<file path="src/rtl/fifo_lvl_pkg.sv">
// Shared helpers for the fifo_lvl slice: depth arithmetic, threshold range checks
// and the per-cycle access decision record.
package fifo_lvl_pkg;

   // Accepted (not merely requested) accesses for one clock edge.
   typedef struct packed {
      logic wr;
      logic rd;
   } acc_t;

   function automatic int fifo_depth(input int addrw);
      return 1 << addrw;
   endfunction

   function automatic bit afull_thr_ok(input int thr, input int addrw);
      return (thr >= 1) && (thr <= fifo_depth(addrw));
   endfunction

   function automatic bit aempty_thr_ok(input int thr, input int addrw);
      return (thr >= 0) && (thr <= fifo_depth(addrw) - 1);
   endfunction

endpackage

</file>
<file path="src/rtl/fifo_lvl_ram.sv">
// DEPTH x DATAW storage: one synchronous write port, one asynchronous read port
// so the FIFO head is visible in the same cycle it becomes valid.
module fifo_lvl_ram #(
   parameter int DATAW = 8,
   parameter int ADDRW = 2
) (
   input  logic             clk,
   input  logic             we,
   input  logic [ADDRW-1:0] waddr,
   input  logic [DATAW-1:0] wdata,
   input  logic [ADDRW-1:0] raddr,
   output logic [DATAW-1:0] rdata
);

   logic [DATAW-1:0] mem [2**ADDRW];

   always_ff @(posedge clk) begin
      if (we) begin
         mem[waddr] <= wdata;
      end
   end

   assign rdata = mem[raddr];

endmodule

</file>
<file path="src/rtl/fifo_lvl.sv">
// Show-ahead single-clock FIFO with fill level, almost-full/empty thresholds and
// sticky error flags. Define FIFO_LVL_WATERMARK_EN to add the high-watermark register.
module fifo_lvl
   import fifo_lvl_pkg::*;
#(
   parameter int DATAW      = 8,
   parameter int ADDRW      = 2,
   parameter int AFULL_THR  = (2**ADDRW)-1,
   parameter int AEMPTY_THR = 1
) (
   input  logic             clk,
   input  logic             rst,
   input  logic             i_wr_en,
   input  logic [DATAW-1:0] i_wr_data,
   output logic             o_wr_full,
   output logic             o_wr_afull,
   input  logic             i_rd_en,
   output logic [DATAW-1:0] o_rd_data,
   output logic             o_rd_empty,
   output logic             o_rd_aempty,
   output logic [ADDRW:0]   o_level,
   output logic             o_ovf,
   output logic             o_udf,
   input  logic             i_clr_err,
   output logic [ADDRW:0]   o_peak
);

   localparam int             DEPTH    = fifo_depth(ADDRW);
   localparam logic [ADDRW:0] DEPTH_L  = (ADDRW+1)'(DEPTH);
   localparam logic [ADDRW:0] AFULL_L  = (ADDRW+1)'(AFULL_THR);
   localparam logic [ADDRW:0] AEMPTY_L = (ADDRW+1)'(AEMPTY_THR);
   localparam logic [ADDRW:0] PTR_ONE  = (ADDRW+1)'(1);

   generate
      if (!afull_thr_ok(AFULL_THR, ADDRW)) begin : g_bad_afull
         $error("fifo_lvl: AFULL_THR=%0d outside 1..%0d", AFULL_THR, DEPTH);
      end
      if (!aempty_thr_ok(AEMPTY_THR, ADDRW)) begin : g_bad_aempty
         $error("fifo_lvl: AEMPTY_THR=%0d outside 0..%0d", AEMPTY_THR, DEPTH-1);
      end
   endgenerate

   logic [ADDRW:0] wr_ptr_reg, wr_ptr_next;
   logic [ADDRW:0] rd_ptr_reg, rd_ptr_next;
   logic           ovf_reg, udf_reg;
   acc_t           acc;

   // Extra pointer bit distinguishes full from empty; level is the modular difference.
   assign o_level     = wr_ptr_reg - rd_ptr_reg;
   assign o_wr_full   = (o_level == DEPTH_L);
   assign o_rd_empty  = (o_level == '0);
   assign o_wr_afull  = (o_level >= AFULL_L);
   assign o_rd_aempty = (o_level <= AEMPTY_L);
   assign o_ovf       = ovf_reg;
   assign o_udf       = udf_reg;

   always_comb begin
      acc         = '0;
      acc.wr      = i_wr_en && !o_wr_full;
      acc.rd      = i_rd_en && !o_rd_empty;
      wr_ptr_next = acc.wr ? (wr_ptr_reg + PTR_ONE) : wr_ptr_reg;
      rd_ptr_next = acc.rd ? (rd_ptr_reg + PTR_ONE) : rd_ptr_reg;
   end

   always_ff @(posedge clk) begin
      if (rst) begin
         wr_ptr_reg <= '0;
         rd_ptr_reg <= '0;
      end else begin
         wr_ptr_reg <= wr_ptr_next;
         rd_ptr_reg <= rd_ptr_next;
      end
   end

   // Error set beats a same-cycle clear so no event is ever lost.
   always_ff @(posedge clk) begin
      if (rst) begin
         ovf_reg <= 1'b0;
         udf_reg <= 1'b0;
      end else begin
         if (i_wr_en && o_wr_full) begin
            ovf_reg <= 1'b1;
         end else if (i_clr_err) begin
            ovf_reg <= 1'b0;
         end
         if (i_rd_en && o_rd_empty) begin
            udf_reg <= 1'b1;
         end else if (i_clr_err) begin
            udf_reg <= 1'b0;
         end
      end
   end

`ifdef FIFO_LVL_WATERMARK_EN
   logic [ADDRW:0] peak_reg;

   // Clear reloads the current level rather than zero, so a clear never under-reports.
   always_ff @(posedge clk) begin
      if (rst) begin
         peak_reg <= '0;
      end else if (i_clr_err) begin
         peak_reg <= o_level;
      end else if (o_level > peak_reg) begin
         peak_reg <= o_level;
      end
   end

   assign o_peak = peak_reg;
`else
   assign o_peak = '0;
`endif

   fifo_lvl_ram #(
      .DATAW (DATAW),
      .ADDRW (ADDRW)
   ) u_ram (
      .clk   (clk),
      .we    (acc.wr),
      .waddr (wr_ptr_reg[ADDRW-1:0]),
      .wdata (i_wr_data),
      .raddr (rd_ptr_reg[ADDRW-1:0]),
      .rdata (o_rd_data)
   );

endmodule
</file>
<file path="config.mk">
export PLATFORM = sky130hd
export DESIGN_NAME = fifo_lvl
export DESIGN_NICKNAME = d
export VERILOG_FILES = /design/src/rtl/fifo_lvl_pkg.sv /design/src/rtl/fifo_lvl_ram.sv /design/src/rtl/fifo_lvl.sv
export SDC_FILE = /design/constraint.sdc
export NUM_CORES = 1
export LEC_CHECK = 0
export ABC_AREA = 1
export BUFFER_PORTS_ARGS = -buffer_cell sky130_fd_sc_hd__buf_2
export CELL_PAD_IN_SITES_DETAIL_PLACEMENT = 0
export CELL_PAD_IN_SITES_GLOBAL_PLACEMENT = 1
export CORE_ASPECT_RATIO = 2
export CORE_MARGIN = 2
export CORE_UTILIZATION = 42
export CTS_CLUSTER_SIZE = 12
export DETAILED_ROUTE_END_ITERATION = 7
export PLACE_DENSITY_LB_ADDON = 0.15
export RECOVER_POWER = 50
export SLEW_MARGIN = 20
export SYNTH_ARGS = -nofsm -noshare
export SYNTH_HDL_FRONTEND = slang
export SYNTH_HIERARCHICAL = 1
export SYNTH_SLANG_ARGS = --single-unit
</file>
<file path="constraint.sdc">
create_clock -name clk -period 2.8 [get_ports clk]
set_input_delay 0.42 -clock clk [delete_from_list [all_inputs] [get_ports clk]]
set_output_delay 0.42 -clock clk [all_outputs]
set_load 0.005 [all_outputs]
</file>
Yosys cells after proc, flatten, opt, wreduce, memory -nomap -nowiden
Memory sizes are Yosys's and may differ from the RTL's. A register that Yosys moved wholly into a read port is not among the register bits.
Cells that the tools add are included.

cells by class
  $add $sub $neg = 3
  $lt $le $gt $ge = 2
  equal/unequal tests = 1
  mux-type cells = 7
  reduce and logical (&&, ||, !) cells = 9

operator list
  operator                                                           count
  adder 3 x 1 -> 3 bit, second input constant                        2
  2-to-1 mux 1 bit                                                   5
  logical AND 1 bit                                                  4
  2-to-1 mux 2 bit                                                   2
  nonzero test 2 bit                                                 2
  equality test 3 bit, second input constant                         1
  greater-or-equal comparator 3 x 2 -> 1 bit, second input constant  1
  <= comparator 3 x 1 -> 1 bit, second input constant                1
  zero test 3 bit                                                    1
  subtractor 3 bit                                                   1
  zero test 1 bit                                                    2

word-level totals
  flip-flop bits (word level) = 8
  RAM bits = 32
  input port bits = 13
  output and inout port bits = 20
  memories kept = 1

memory list
  name       depth  width  read ports  clocked after Yosys merged registers in  wr ports  line                RTL
  u_ram.mem  4      8      1           1                                        1         fifo_lvl_ram.sv:15  logic [DATAW-1:0] mem [2**ADDRW];

Depth between registers and ports, before layout
  depth after elaboration = 6
  mapped depth = 11
  gate-level depth less buffers = 11

Cells and area by module
The synthesis kept the hierarchy.

modules (own cells, without submodules)
  module        instances  cells an instance  area an instance (um2)
  fifo_lvl_ram  1          133                1387.6
  fifo_lvl      1          77                 549.3

Worst setup path before layout
No wires, ideal clock.

  path kind = register to register
  start point = register rd_ptr_reg[0]
  end point = memory u_ram.mem[0][0], enable pin
  library setup time = 0.383 ns
  data arrival time = 2.081 ns
  required time = 2.417 ns
  slack = 0.335 ns
  stages on the path, launching flop included = 10
  period minus slack after synthesis = 2.465 ns
  path through = dfxtp_1 ha_1 inv_1 fa_1 nor2_1 nand3_4 nand2_2 inv_2 inv_1 nor3_1

RTL lines
  element                 line                RTL
  from (decl)             fifo_lvl.sv:44      logic [ADDRW:0] rd_ptr_reg, rd_ptr_next;
  from (signal assigned)  fifo_lvl.sv:71      rd_ptr_reg <= rd_ptr_next;
  to (decl)               fifo_lvl_ram.sv:15

Worst setup path in the final report
  start point = register wr_ptr_reg[0]
  end point = output o_wr_full

on the way
  cells in the longest elaborated chain, start to end = 2

ends and longest elaborated chain
  element                 line            RTL
  from (decl)             fifo_lvl.sv:43  logic [ADDRW:0] wr_ptr_reg, wr_ptr_next;
  from (signal assigned)  fifo_lvl.sv:70  wr_ptr_reg <= wr_ptr_next;
  subtractor 3 bit        fifo_lvl.sv:49  assign o_level = wr_ptr_reg - rd_ptr_reg;
  equality test 3 bit     fifo_lvl.sv:50  assign o_wr_full = (o_level == DEPTH_L);
  to (decl)               fifo_lvl.sv:15  output logic o_wr_full,

No other way between the ends.

==> results.md <==
- Post-Syn Instances: 210
- Yosys reg bits: 40
- GRT Util Overall: between 15 and 20%
- Post-CTS Setup Inserts: 0
- Worst relative slew slack: roughly 28%
- VDD IR max: roughly 0.9 mV
- Worst R2R Path Depth: 10
- Commonest register cell after synthesis: edfxtp_1
- Multi-input logic area: ~580 um2
- Sequential standard cell area: 0.001121 mm2
- Number of global-route vias before repair: 1,297
- Drt pass-1 iters: 4
- Post-DR wirelength/cell: approximately 12 um
- Total of max-cap violations: 0
- Antenna violations before repair: 0
- Synthesis-to-layout area growth: 17.83%
- Post-layout minimum cycle time: 2506 ps
- CTS HTree Levels: 2
- CP endpoint kind: output pin
- Sequential area share after synthesis: 57.88%
- Crit path required time: 2380 ps
- Pwr/cell area: 1067 mW/mm2
- Fillers: 433
- Worst path max stage delay: 440 ps
- Largest area contributor in the netlist: edfxtp_1
- Critical path class: register to output pin
- Clock latency on the worst-skew pair: 290 ps
- Largest net degree at the start of global routing: 21
- Setup-failing EPs final: 0
- RSZ-0062 raised after global routing: no
- Run status: finished clean
- Max reg flops: 32
- Worst path slowest cell: fa_1
- Commonest cells post-synth: nand2_1, inv_1, edfxtp_1
- CTS tree: built
- Clock slew at reported path FFs: roughly 70 ps
- Core region area: 0.004511 mm2
- Average via count per standard cell: 4.602
- Port bufs: 29
- Io pins: 33
- Post-Route Utilization: 50.60%
- Clk buf depth: 2
- Die X: 52.02 um
- Layout cells sized above 1: between 10% and 20%
- Worst EP arrival: 2090 ps
- First-pass GRT wire length: roughly 6000 um
- Initial Utilization: 42.94%
- Final GP Congestion: 0.7145
- Dpl hpwl: 2467 um
- LEAKAGE: 0.001090 uW
- Die H: 100.0 um
- FFs w/ async S/R, synth: 0%
- Final setup margin: 294.1 ps
- Hold depth: 2
- Startpoint Class: register
- Site Rows: 35
- Sink Count: 40
- Met3 Usage GRT: roughly 3.6%
- Mean Syn Cell Area: 9.223 um2
- PostCTS Resize Cnt: 0
- Global-route track usage on met2: 27.07%
- Die area: 0.005204 mm2
- Iteration-0 DRC Markers: 37
- Hold Violations, Final: 0
- Drt drc: 0
- Max Slew Vio Count: 0
- Crit-path cells: inv_1, ha_1, inv_1, fa_1, nor2_1, nand3_4, clkbuf_1, inv_2, buf_2
- Root buffer cell: clkbuf_8
- Hold_ws: 357.4 ps
- Num CTS Buffers: 5
- Routed Antenna Nets: 0
- Fmax: 399.1 MHz
- Total grt overflow: 0
- Overall Power: about 2400 uW
- Drt total wl: 3573 um
- Most common cell in the netlist: nand2_1
- Met1 track utilization from global routing: 18.24%
- Via Count: 1,399
- Skew final: 2.728 ps
- Peak fanout along the critical path: 4
- Mapped cell area: about 0.0019 mm2
- Synth top area share: 49.61%
- Yosys synthesis warning count: 6
- Most frequent CP cell: inv_1
- Crit share post-route: 89.50%
- Nets: 266
- Grt peak-use layer: met2
- Ranking of synthesized cells by area: edfxtp_1, nand2_1, inv_1, dfxtp_1, nand3_1
- N_diodes: 0
- Hold Path Class: input pin to register
- Worst slack at placement: 0.6177 ps
- EDFF count, synth: 32
- Worst slew pin tran: 1082 ps
- Number of distinct library cells after synthesis: 23
[layer usage]
metal	vias to the layer above	wire (um)
met3	6	137
li1	721	-
met5	-	0
met4	0	69
met1	642	1503
met2	30	1863
[final timing paths]
kind                                     from               to  slack [ps]
worst min-delay path                      rst    rd_ptr_reg[2]         360
worst max register to register  wr_ptr_reg[0]  u_ram/mem[2][6]         380
worst min register to register          o_ovf            o_ovf         460
worst max-delay path            wr_ptr_reg[0]        o_wr_full         290
[through the flow]
step | instance area (um2) | cells | setup TNS, ps
final | 2282 | 304 | 0
after global routing | 2282 | 304 | 0
after CTS | 2290 | 304 | -47.55
after detailed placement | 2161 | 297 | 0
after global placement | 2161 | 297 | 0
after floorplan | 1944 | 212 | 0
[report_power, final]
group	total (uW)	internal [uW]	switching, uW
combinational	1090	431	662
clock	537	351	186
sequential	805	763	41.9
total	2430	1540	890
[worst max-delay path, delay by kind of cell (launching register included)]
family / cells / cell delay (ps)
and+or+nand+nor: 2 / 390
DFF: 1 / 340
adders and majority gates: 2 / 630
buffers and inverters: 5 / 440
[area by class of cell]
class	instances	area share, %
sequential	40	49.12
multi-input combinational	112	25.38
inverter	53	8.827
timing repair buffer	37	8.004
clock buffer	5	3.015
tap	55	3.015
clock inverter	2	2.632
[cells by family (layout without fill, tap and decap cells)]
group	after synthesis	after routing	share of synthesized area [%]
AO/OA/AOI/OAI	5	5	1.680
other	1	3	0.1936
flip-flops	40	40	57.88
adder cells (fa/ha/maj)	4	4	2.972
buffers and inverters	60	97	13.37
XOR/XNOR	2	2	0.9046
AND/OR/NAND/NOR	98	98	23.00
[cell usage in the layout (no fill, tap or decap)]
cell type / netlist / final
nor3_2: 0 / 3
clkbuf_1: 0 / 14
dfxtp_1: 8 / 8
inv_1: 49 / 49
nand3_1: 21 / 21
inv_2: 3 / 3
inv_4: 1 / 1
nor3_1: 4 / 1
buf_2: 1 / 17
conb_1: 1 / 3
fa_1: 1 / 1
nand3_2: 2 / 2
xor2_1: 2 / 2
ha_1: 3 / 3
nand3b_1: 2 / 2
nand3_4: 1 / 1
a21oi_2: 2 / 2
nand2_2: 5 / 5
o21ai_0: 1 / 1
nand2_1: 54 / 54
clkbuf_8: 0 / 5
nor2_1: 9 / 9
a21oi_1: 2 / 2
edfxtp_1: 32 / 32
bufinv_16: 0 / 2
buf_4: 4 / 6
[what timing repair did]
item                                   4_1_cts  5_1_grt
setup endpoints to repair                   12        0
hold buffers                                 0        0
endpoints found under the hold margin        0        0
(Power assumes the default switching activity.)
